<file path="config.mk">
export PLATFORM = sky130hd
export DESIGN_NAME = dl_rr_arb32
export DESIGN_NICKNAME = d
export VERILOG_FILES = /design/src/rtl/dl_rr_arb32.sv
export SDC_FILE = /design/constraint.sdc
export NUM_CORES = 1
export LEC_CHECK = 0
export ABC_AREA = 1
export BUFFER_PORTS_ARGS = -buffer_cell sky130_fd_sc_hd__buf_2
export CELL_PAD_IN_SITES_DETAIL_PLACEMENT = 1
export CELL_PAD_IN_SITES_GLOBAL_PLACEMENT = 2
export CORE_AREA = 3 3 142 144
export DETAILED_ROUTE_END_ITERATION = 7
export DIE_AREA = 0 0 145 147
export PLACE_DENSITY_LB_ADDON = 0.1
export SKIP_LAST_GASP = 1
export SYNTH_ARGS = -nofsm -noshare
export SYNTH_HDL_FRONTEND = slang
export SYNTH_SLANG_ARGS = --single-unit
export TNS_END_PERCENT = 5
</file>
<file path="constraint.sdc">
create_clock -name clk -period 5.1 [get_ports clk]
set_input_delay 0.51 -clock clk [delete_from_list [all_inputs] [get_ports clk]]
set_output_delay 0.51 -clock clk [all_outputs]
set_load 0.02 [all_outputs]
</file>
<file path="src/rtl/dl_rr_arb32.sv">
// Round-robin arbiter/sequencer for a shared 32:1 datapath mux.
// Grants one requester at a time and holds the grant for a multi-beat
// transfer until its last beat, a withdrawal, or the beat cap forces release.
module dl_rr_arb32 #(
  parameter int unsigned NUM_REQ  = 32,
  parameter int unsigned SEL_BITS = 5,
  parameter int unsigned HOLD_MAX = 16
) (
  input  logic                clk,
  input  logic                rst,
  input  logic [NUM_REQ-1:0]  req,
  input  logic [NUM_REQ-1:0]  req_last,
  input  logic                out_ready,
  output logic [NUM_REQ-1:0]  gnt,
  output logic [SEL_BITS-1:0] sel,
  output logic                out_valid,
  output logic                out_last,
  output logic                locked,
  output logic                hold_expired
);

  localparam int unsigned CNT_W = 8;
  // Beat count at which the next accepted beat hits the cap.
  localparam logic [CNT_W-1:0] LAST_CNT = CNT_W'(HOLD_MAX - 1);

  typedef enum logic {
    ST_IDLE   = 1'b0,
    ST_LOCKED = 1'b1
  } state_t;

  state_t              r_state;
  state_t              w_state_nxt;
  logic [SEL_BITS-1:0] r_sel;
  logic [SEL_BITS-1:0] w_sel_nxt;
  logic [SEL_BITS-1:0] r_ptr;
  logic [SEL_BITS-1:0] w_ptr_nxt;
  logic [NUM_REQ-1:0]  r_gnt;
  logic [NUM_REQ-1:0]  w_gnt_nxt;
  logic [CNT_W-1:0]    r_beat_cnt;
  logic [CNT_W-1:0]    w_beat_cnt_nxt;
  logic                r_hold_exp;
  logic                w_hold_exp_nxt;

  logic [NUM_REQ-1:0]  w_rot;
  logic [SEL_BITS-1:0] w_ofs;
  logic [SEL_BITS-1:0] w_win;
  logic                w_cur_req;
  logic                w_cur_last;
  logic                w_accept;
  logic                w_at_cap;

  // Rotate requests so the current priority pointer lands at bit 0.
  assign w_rot = NUM_REQ'({req, req} >> r_ptr);

  // Lowest set bit of the rotated vector = offset of the winner from ptr.
  always_comb begin
    w_ofs = '0;
    for (int i = NUM_REQ - 1; i >= 0; i--) begin
      if (w_rot[i]) w_ofs = SEL_BITS'(i);
    end
  end

  // 5-bit add wraps naturally, giving the modulo-32 winner index.
  assign w_win = w_ofs + r_ptr;

  assign w_cur_req  = req[r_sel];
  assign w_cur_last = req_last[r_sel];
  assign w_accept   = w_cur_req & out_ready;
  assign w_at_cap   = (r_beat_cnt == LAST_CNT);

  assign locked       = (r_state == ST_LOCKED);
  assign out_valid    = locked & w_cur_req;
  assign out_last     = locked & w_cur_last;
  assign gnt          = r_gnt;
  assign sel          = r_sel;
  assign hold_expired = r_hold_exp;

  // Next-state: arbitrate in IDLE, track beats and release conditions in LOCKED.
  always_comb begin
    w_state_nxt    = r_state;
    w_sel_nxt      = r_sel;
    w_ptr_nxt      = r_ptr;
    w_gnt_nxt      = r_gnt;
    w_beat_cnt_nxt = r_beat_cnt;
    w_hold_exp_nxt = 1'b0;
    case (r_state)
      ST_IDLE: begin
        if (|req) begin
          w_state_nxt    = ST_LOCKED;
          w_sel_nxt      = w_win;
          w_gnt_nxt      = NUM_REQ'(1) << w_win;
          w_beat_cnt_nxt = '0;
        end
      end
      ST_LOCKED: begin
        if (!w_cur_req || (w_accept && (w_cur_last || w_at_cap))) begin
          w_state_nxt    = ST_IDLE;
          w_gnt_nxt      = '0;
          w_ptr_nxt      = r_sel + SEL_BITS'(1);
          w_beat_cnt_nxt = '0;
          // A last beat landing on the cap is a normal release.
          w_hold_exp_nxt = w_accept & ~w_cur_last & w_at_cap;
        end else if (w_accept) begin
          w_beat_cnt_nxt = r_beat_cnt + CNT_W'(1);
        end
      end
      default: begin
        w_state_nxt = ST_IDLE;
        w_gnt_nxt   = '0;
      end
    endcase
  end

  // State and output registers with synchronous reset.
  always_ff @(posedge clk) begin
    if (rst) begin
      r_state    <= ST_IDLE;
      r_sel      <= '0;
      r_ptr      <= '0;
      r_gnt      <= '0;
      r_beat_cnt <= '0;
      r_hold_exp <= 1'b0;
    end else begin
      r_state    <= w_state_nxt;
      r_sel      <= w_sel_nxt;
      r_ptr      <= w_ptr_nxt;
      r_gnt      <= w_gnt_nxt;
      r_beat_cnt <= w_beat_cnt_nxt;
      r_hold_exp <= w_hold_exp_nxt;
    end
  end

endmodule
</file>
Word level (Yosys, flattened, before mapping)
Index checks and enable logic that the tools add are counted.

word-level totals
  register bits = 52
  bits of input ports = 67
  output and inout bits = 41
  word-level logic and storage cells = 80

operators by class
  add/sub/neg operators = 3
  magnitude comparators = 1
  eq/ne operators = 4
  shift-type cells = 2
  mux-type cells = 46
  bitwise logic cells = 8
  reductions and logical operators = 10

operators with widths
  kind                                                                     number
  5-bit two-way mux                                                        32
  32-bit two-way mux                                                       2
  32-bit case mux with 2 select lines                                      1
  64-bit by 5-bit right shift with 32-bit output                           1
  32-bit OR reduction                                                      1
  1-bit by 5-bit left shift with 32-bit output, first input constant       1
  8-bit two-way mux                                                        3
  8-bit case mux with 2 select lines                                       1
  1-bit binary-select mux with 5-bit select                                2
  8-bit by 1-bit adder with 8-bit output, second input constant            1
  8-bit by 4-bit equality test with 1-bit output, second input constant    1
  2-bit AND reduction                                                      4
  5-bit by 6-bit < comparator with 1-bit output, second input constant     1
  5-bit by 1-bit adder with 5-bit output, second input constant            1
  5-bit adder                                                              1
  1-bit AND                                                                5
  1-bit two-way mux                                                        4
  3-bit by 1-bit inequality test with 1-bit output, second input constant  1
  1-bit inverter                                                           3
  3-bit OR reduction                                                       1
  1-bit logical OR                                                         2
  2-bit by 1-bit inequality test with 1-bit output, second input constant  1
  2-bit inequality test, second input constant                             1
  1-bit case mux with 2 select lines                                       1
  other kinds (2)                                                          2

Depth between registers and ports, before layout
Gate-level depths: netlist of run 1.

  word-level depth = 37
  depth in mapped cells = 51
  mapped depth without buffers = 49

Worst setup path after synthesis of run 1
No wires, ideal clock.

  path kind = reg-to-reg
  from = register r_ptr[0]
  to = register r_gnt[22] (netlist: gnt[22])
  setup time = 0.070 ns
  data arrival time = 4.142 ns
  required time = 5.030 ns
  slack = 0.887 ns
  cell stages (with the launch flop) = 51
  buffers on the path = 2
  period minus slack after synthesis = 4.213 ns
  path through = dfxtp_1 buf_6 inv_8 buf_12 nand2_2 nand3_1 nand3_1 o21a_1 nand2_1 o21ai_2 nand2_1 nand2_2 nand2_1 nand2_1 nand2_1 nand2_1 nand2_1 nand2_1 [... 15 more ...] nand2_1 nand2_1 nand2_1 nand2_1 nand2_1 nand2_1 a21oi_2 ha_1 inv_1 fa_1 or2_2 nand2_1 inv_1 nor3_1 inv_1 nor3_1 nand2_1 a21oi_1

on the way
  word-level cells in the longest chain between the ends = 37

RTL lines
  item                                            RTL line  RTL
  from (decl)                                     35        logic [SEL_BITS-1:0] r_ptr;
  from (signal assigned)                          126       r_ptr <= w_ptr_nxt;
  64-bit by 5-bit right shift with 32-bit output  53        assign w_rot = NUM_REQ'({req, req} >> r_ptr);
  5-bit two-way mux (32 in series)                59        if (w_rot[i]) w_ofs = SEL_BITS'(i);
  5-bit adder *                                   64        assign w_win = w_ofs + r_ptr;
  1-bit by 5-bit left shift with 32-bit output *  91        w_gnt_nxt = NUM_REQ'(1) << w_win;
  32-bit two-way mux *                            88        if (|req) begin
  32-bit case mux with 2 select lines *           86        case (r_state)
  to (signal assigned)                            127       r_gnt <= w_gnt_nxt;
  to (decl)                                       37        logic [NUM_REQ-1:0] r_gnt;

Mark *: on every way between the ends. The rest lies on a longest branch, timed or not. The select of a mux whose other input is x is not followed.
A chain may end at the register's enable or synchronous reset.

Final worst setup path of run 1
  from = register r_ptr[0]
  to = register r_gnt[1] (netlist: gnt[1])

The elaborated chain is that of the path after synthesis.

==> results.toml, run 1 <==
[yosys]
syn_nets = 1005
async_flop_share_pct = 0
ys.flop_type = "dfxtp_1"
seq_area_frac_synth_pct = 19.68
synth.most_common_cell = "nand2_1"
synth_area_leaders = "nand2_1 (20%), dfxtp_1 (20%), nand3_1 (14%)"
yosys-top-cells-count = "nand2_1 (282), nand3_1 (153), o21ai_0 (72), nor2_1 (71), inv_1 (57)"
avgSynthCellArea_um2 = 5.681
syn_inst = 931
yosysWarnings = 0
netlist.area_leader.share_pct = 20.01
synth_area_leader_cell = "nand2_1"
synth.cell_area_um2 = 5289
synth_edf_count = 0
ys_ff_latch = 52
ys_types = 46

[sta]
period_share_pct = 92.44
slew_violations = 0
finalSetupViolCount = 0
timing.hold.ws_ps = 464.3
rsz0062_at_grt = "yes"
relSlewSlack_pct = 36.94
worst_slack_ps = 385.4
tns_ps = 0
hold_viol = 0
fmax_mhz = 212.1
worstMarginPinSlew_ps = 943.6
fin_skew_ps = 7.467
period_needed_ps = 4715

[clock_network]
clk_latency_ps = 290
cts_tree = "done"
htree_levels = 2
cts_buffers = 5
holdBufCountCts = 0
clockBufferDepth = 2
cts.sinks = 52
root_buffer = "clkbuf_16"
path_clk_slew_ps = 70

[floorplan]
core_um2 = 18830
fp.dieH_um = 147
die_area_um2 = 21320
die_w_um = 145
rows = 50
start_util_pct = 28.09
io_pins = 108

[global_routing]
grt_max_degree = 38
grt.busiest_layer = "met2"
track_usage_pct = 19.70
antenna_found_initial = 0
globalRouteMet2Util_pct = 35.49
grt_first_pass_wirelength_um = 34790
overflow = 0
grt_util_met1_pct = 26.64
grtUsageMet3_pct = 1.203
grt_pass1_vias = 6537

[worst_hold_path]
min_from = "gnt[1]$_SDFFE_PP0P_"
whs_endpoint = "gnt[1]$_SDFFE_PP0P_"
whs_path_depth = 2
hold_path_class = "reg2reg"

[power_and_ir_drop]
peakVddDrop_mv = 0.2442
p_leak_nw = 2.851
powerDensity_nw_per_um2 = 638.3
power_mw = 4.030

[route]
drt_iter0_drc = 292
drtAntennaViolNets = 0
viasPerCell = 5.058
first_pass_iters = 4
wl_per_cell_um = 17.15
drc_errors = 0
vias = 6469
drt_wl_total_um = 21940

[cells_and_area]
n_antenna_cell = 0
area_growth_pct = 19.38
final_cell_area_um2 = 6314
nets = 1093
fill_cells = 2566
post-route-util_pct = 33.53
layout.area.seq_um2 = 1049
multi_input_area_um2 = 3746
stdcell_count = 1279
drive_gt1_share_pct = 20.12

[critical_path]
cpPeakStageDelay_ps = 370
r2r-start = "r_ptr[0]$_SDFFE_PP0P_"
r2r_end = "gnt[1]$_SDFFE_PP0P_"
regToRegSetupSlack_ps = 390
critPathMostFrequentCell = "nand2_1"
crit_path_end_kind = "flip-flop"
cp_slowest_cell = "dfxtp_4"
critPathMaxFanout = 9
arrival_ps = 4860
cp.required_ps = 5250
reg2reg_depth = 49
start_kind = "flip-flop"
criticalPathCategory = "reg2reg"

[placed_design]
dp.cells = 1266
hpwl_um = 17360
io_buffers = 107
gp_congestion = 0.8080
placedInstanceArea_um2 = 5998
pre_cts_ws_ps = -26.56

[outcome]
status = "finished clean"

[job]
maxCapViolCount = 0
[layout make-up]
| cell class | count | area share, % |
|---|---|---|
| multi-input cells | 761 | 59.33 |
| flip-flops and latches | 52 | 16.61 |
| repair buffers | 134 | 12.29 |
| well taps | 260 | 5.153 |
| inverters | 65 | 4.201 |
| clock buffers | 7 | 2.418 |
[logic make-up (layout without fill, tap and decap cells)]
kind of cell / after synthesis / count (layout) / synth area share, %
buffers and inverters: 120 / 206 / 11.17
muxes: 3 / 3 / 0.5678
xor gates and xnor gates: 7 / 7 / 1.159
and+or+nand+nor: 570 / 572 / 47.53
DFF: 52 / 52 / 19.68
adders and majority gates: 7 / 7 / 1.798
AOI/OAI and AO/OA: 172 / 172 / 18.10
[repair_timing]
item | 4_1_cts | 5_1_grt
pin swaps | 0 | 6
buffers inserted | 0 | 3
resized for setup | 1 | 30
setup endpoints to repair | 2 | 34
cloned | 0 | 3
[where the power goes]
| group | internal [mW] | total (mW) | switching [mW] |
|---|---|---|---|
| Combinational | 0.995 | 3.13 | 2.14 |
| Sequential | 0.468 | 0.546 | 0.0770 |
| Clock | 0.206 | 0.352 | 0.146 |
| Total | 1.67 | 4.03 | 2.36 |
[worst max-delay path by stage]
stage / from / slack [ps] / cells past startpoint / to
2_1_floorplan: r_ptr[0]$_SDFFE_PP0P_ / 890 / 50 / gnt[22]$_SDFFE_PP0P_
4_1_cts: r_ptr[0]$_SDFFE_PP0P_ / 50 / 48 / gnt[22]$_SDFFE_PP0P_
5_1_grt: r_ptr[0]$_SDFFE_PP0P_ / -150 / 49 / gnt[3]$_SDFFE_PP0P_
6_report: r_ptr[0]$_SDFFE_PP0P_ / 390 / 49 / gnt[1]$_SDFFE_PP0P_
3_5_place_dp: r_ptr[0]$_SDFFE_PP0P_ / -30 / 48 / gnt[6]$_SDFFE_PP0P_
3_3_place_gp: r_ptr[0]$_SDFFE_PP0P_ / 70 / 48 / gnt[6]$_SDFFE_PP0P_
[flip-flops by register name (all words and copies together), names as in the netlist]
register      count
gnt              32
locked            1
hold_expired      1
r_beat_cnt        8
sel               5
r_ptr             5
[placed cells by master, fill, tap and decap left out, types with 4 or more instances in the layout]
master and instances:
nand4_1 9, o22ai_1 9, o21ai_2 5, nand2_2 24, nor4_1 9, ha_1 5, o211ai_1 4, o21ai_0 71
inv_1 55, buf_2 107, nand2_1 278, a21oi_1 50, o221ai_1 6, nor3_1 8, clkbuf_16 6, nand3_1 151
inv_2 5, nor2_1 70, xor2_1 4, o21ai_1 9, nand3_2 8, buf_4 24, dfxtp_1 50, a31oi_1 11
[metal layers]
metal / vias up / routed length [um]
met5: - / 0
met4: 0 / 180
met3: 12 / 496
met2: 86 / 10790
met1: 3077 / 10470
li1: 3294 / -
[worst max-delay path, delay by kind of cell (launching register included)]
kind,cells,cell delay (ps)
simple gates,38,2710
fa+ha+maj,2,540
buf+inv,5,510
compound gates,4,470
flops,1,370
Power figures use the tool's default switching activity.
==> run 2, diff against run 1 <==
--- a/config.mk
+++ b/config.mk
@@ -5,13 +5,12 @@
 export SDC_FILE = /design/constraint.sdc
 export NUM_CORES = 1
 export LEC_CHECK = 0
-export ABC_AREA = 1
 export BUFFER_PORTS_ARGS = -buffer_cell sky130_fd_sc_hd__buf_2
 export CELL_PAD_IN_SITES_DETAIL_PLACEMENT = 1
 export CELL_PAD_IN_SITES_GLOBAL_PLACEMENT = 2
-export CORE_AREA = 3 3 142 144
+export CORE_AREA = 3 3 145 147
 export DETAILED_ROUTE_END_ITERATION = 7
-export DIE_AREA = 0 0 145 147
+export DIE_AREA = 0 0 148 150
 export PLACE_DENSITY_LB_ADDON = 0.1
 export SKIP_LAST_GASP = 1
 export SYNTH_ARGS = -nofsm -noshare
==> run 2 against run 1 <==
Compared with the run above: hold slack got worse by 0.60 ps; register-to-register slack got worse by 130 ps; total power fell by 20%; critical path type unchanged; sequential power rose by 7.7%; largest cell class unchanged; die area rose by 4.2%; final cell count fell by 9.4%; synthesized area rose by 35%; critical path depth fell by 30; setup slack got worse by 130 ps; first-iteration DRC count rose by 62%; highest routed layer unchanged.
==> results.toml, run 2 <==
[outcome]
status = "finished clean"

[yosys]
avgSynthCellArea_um2 = 9.060
synth_area_leaders = "mux4_2 (28%), dfxtp_1 (15%), mux2i_1 (5.9%)"
syn_inst = 787
async_flop_share_pct = 0
yosysWarnings = 0
netlist.area_leader.share_pct = 28.43
synth.cell_area_um2 = 7131
synth_edf_count = 0
yosys-top-cells-count = "mux4_2 (90), nor2_1 (71), nand2_1 (64), nand3_1 (63), dfxtp_1 (52)"
ys.flop_type = "dfxtp_1"
ys_types = 74
synth.most_common_cell = "mux4_2"
seq_area_frac_synth_pct = 14.60
synth_area_leader_cell = "mux4_2"
ys_ff_latch = 52
syn_nets = 861

[sta]
hold_viol = 0
tns_ps = 0
fin_skew_ps = 8.003
rsz0062_at_grt = "yes"
worst_slack_ps = 254.3
fmax_mhz = 206.4
period_share_pct = 95.01
relSlewSlack_pct = 39.55
slew_violations = 0
worstMarginPinSlew_ps = 905.5
finalSetupViolCount = 0
period_needed_ps = 4846

[floorplan]
rows = 52
die_w_um = 148
fp.dieH_um = 150
core_um2 = 20040
io_pins = 108
start_util_pct = 35.58
die_area_um2 = 22200

[critical_path]
r2r-start = "r_ptr[2]$_SDFFE_PP0P_"
criticalPathCategory = "reg2reg"
crit_path_end_kind = "flip-flop"
start_kind = "flip-flop"
reg2reg_depth = 19
path_buf_inv = 2
arrival_ps = 5070
cp_slowest_cell = "mux4_2"
cp.required_ps = 5320
cpPeakStageDelay_ps = 530
regToRegSetupSlack_ps = 250
r2r_end = "gnt[27]$_SDFFE_PP0P_"
cp.depth = 19
crit_chain = "buf_4, buf_4, mux4_2, mux2_2, a21o_1, o32a_1, a31oi_1, o21ai_0, a2111o_1, o221ai_1, ha_1, a21o_1, a21oi_1, xnor2_1, and2_1, nand2_1, nor2_1, o21ai_0, o211ai_1"
critPathMaxFanout = 9
cp_top_family = "compound AO/OA/AOI/OAI gates"

[cells_and_area]
final_common_cell = "buf_2"
mostFrequentLayoutCells = "buf_2 (107), mux4_2 (90), nor2_1 (70), buf_4 (64)"
area_growth_pct = 17.49
n_antenna_cell = 0
fill_cells = 2425
nets = 962
largest_register_ffs = 32
drive_gt1_share_pct = 37.68

[route]
drt_iter0_drc = 473
drc_errors = 0
top_layer_used = "met4"
vias = 7327
wl_per_cell_um = 24.38
wl_met1_um = 11270
viasPerCell = 6.322
met3_length_um = 1741
dr_wl_met2_um = 14300
drtAntennaViolNets = 0
drt_wl_total_um = 28260
first_pass_iters = 5

[clock_network]
root_buffer = "clkbuf_16"
cts_tree = "done"
clockBufferDepth = 2
htree_levels = 2
cts.sinks = 52
clk_latency_ps = 300
cts_buffers = 5
path_clk_slew_ps = 70

[global_routing]
track_usage_pct = 24.91
overflow = 0
grt_pass1_vias = 7533
grt_first_pass_wirelength_um = 43530
antenna_found_initial = 0
grt_max_degree = 40

[placed_design]
io_buffers = 107
hpwl_um = 21700
gp_congestion = 0.9382
pre_cts_ws_ps = -287.4

[worst_hold_path]
whs_path_depth = 2
whs_endpoint = "gnt[15]$_SDFFE_PP0P_"
min_from = "gnt[15]$_SDFFE_PP0P_"
hold_path_class = "reg2reg"

[job]
maxCapViolCount = 0

[power_and_ir_drop]
powerDensity_nw_per_um2 = 384.7
power_mw = 3.223
p_leak_nw = 3.143
peakVddDrop_mv = 0.1560
run 2: cell count changes in the layout (fill, tap and decap cells not counted), moves of 22 or more:
cell     previous run  this run
inv_1              55         6
buf_4              24        64
a21oi_1            50        23
nand2_2            24         2
mux2i_1             3        42
mux2_2              0        37
nand3_1           151        63
o21ai_0            71        42
mux4_2              0        90
nand2_1           278        63
run 2: per-layer routing:
metal / track usage (%) / vias up
li1: - / 3268
met1: 31.21 / 3701
met2: 44.58 / 303
met3: 2.786 / 55
met4: 8.591 / 0
met5: 0 / -
run 2: cells by family after synthesis:
family / count (synthesis) / share of synthesized area [%]
and+or+nand+nor: 299 / 21.09
xor gates and xnor gates: 15 / 1.842
buffers and inverters: 90 / 6.124
muxes: 169 / 40.16
AOI/OAI and AO/OA: 155 / 14.84
adders and majority gates: 7 / 1.334
DFF: 52 / 14.60
run 2: report_power, final:
group | switching [mW] | total, mW | internal, mW
clock network | 0.158 | 0.404 | 0.246
registers | 0.137 | 0.588 | 0.451
logic | 1.24 | 2.23 | 0.995
total | 1.53 | 3.22 | 1.69
run 2: worst max path at each step:
stage                     slack [ps]                   end             startpoint
after floorplan                  570   gnt[6]$_SDFFE_PP0P_  r_ptr[1]$_SDFFE_PP0P_
after global placement          -270  gnt[13]$_SDFFE_PP0P_  r_ptr[2]$_SDFFE_PP0P_
after detailed placement        -290  gnt[13]$_SDFFE_PP0P_  r_ptr[2]$_SDFFE_PP0P_
after CTS                          3  gnt[30]$_SDFFE_PP0P_  r_ptr[3]$_SDFFE_PP0P_
after global routing             -30  gnt[19]$_SDFFE_PP0P_  r_ptr[2]$_SDFFE_PP0P_
final                            250  gnt[27]$_SDFFE_PP0P_  r_ptr[2]$_SDFFE_PP0P_
run 2: cell type report:
type | instances | area [um^2] | area share, %
sequential | 52 | 1055 | 12.59
clock inverter | 2 | 38.79 | 0.4630
clock buffer | 6 | 138.9 | 1.658
tap | 270 | 337.8 | 4.032
inverter | 9 | 33.78 | 0.4032
timing repair buffer | 175 | 1077 | 12.86
multi-input combinational | 645 | 5697 | 68.00
run 2: stage by stage:
stage	cell area [um^2]	utilization, %	instances	hold WS (ps)
global route	8378	41.81	1159	491.3
floorplan	7131	-	787	484.7
CTS	8325	41.55	1157	473.7
finish	8378	41.81	1159	463.7
detailed placement	8103	40.43	1145	454.6
global placement	8103	40.43	1145	448.2
run 2: timing repair:
| action | 4_1_cts | 5_1_grt |
|---|---|---|
| buffers inserted | 4 | 2 |
| pin swaps | 0 | 1 |
| gates cloned | 0 | 0 |
| hold endpoints to repair | 0 | 0 |
| hold buffers | 0 | 0 |
| setup endpoints to repair | 33 | 33 |
| resized for setup | 4 | 6 |
run 2: worst register-to-register path: cells and delay by family (launching register included):
family / cells / cell delay (ps)
DFF: 1 / 380
xor gates and xnor gates: 1 / 200
AOI/OAI and AO/OA: 10 / 1970
and+or+nand+nor: 3 / 680
buffers and inverters: 2 / 380
adders and majority gates: 1 / 300
muxes: 2 / 850
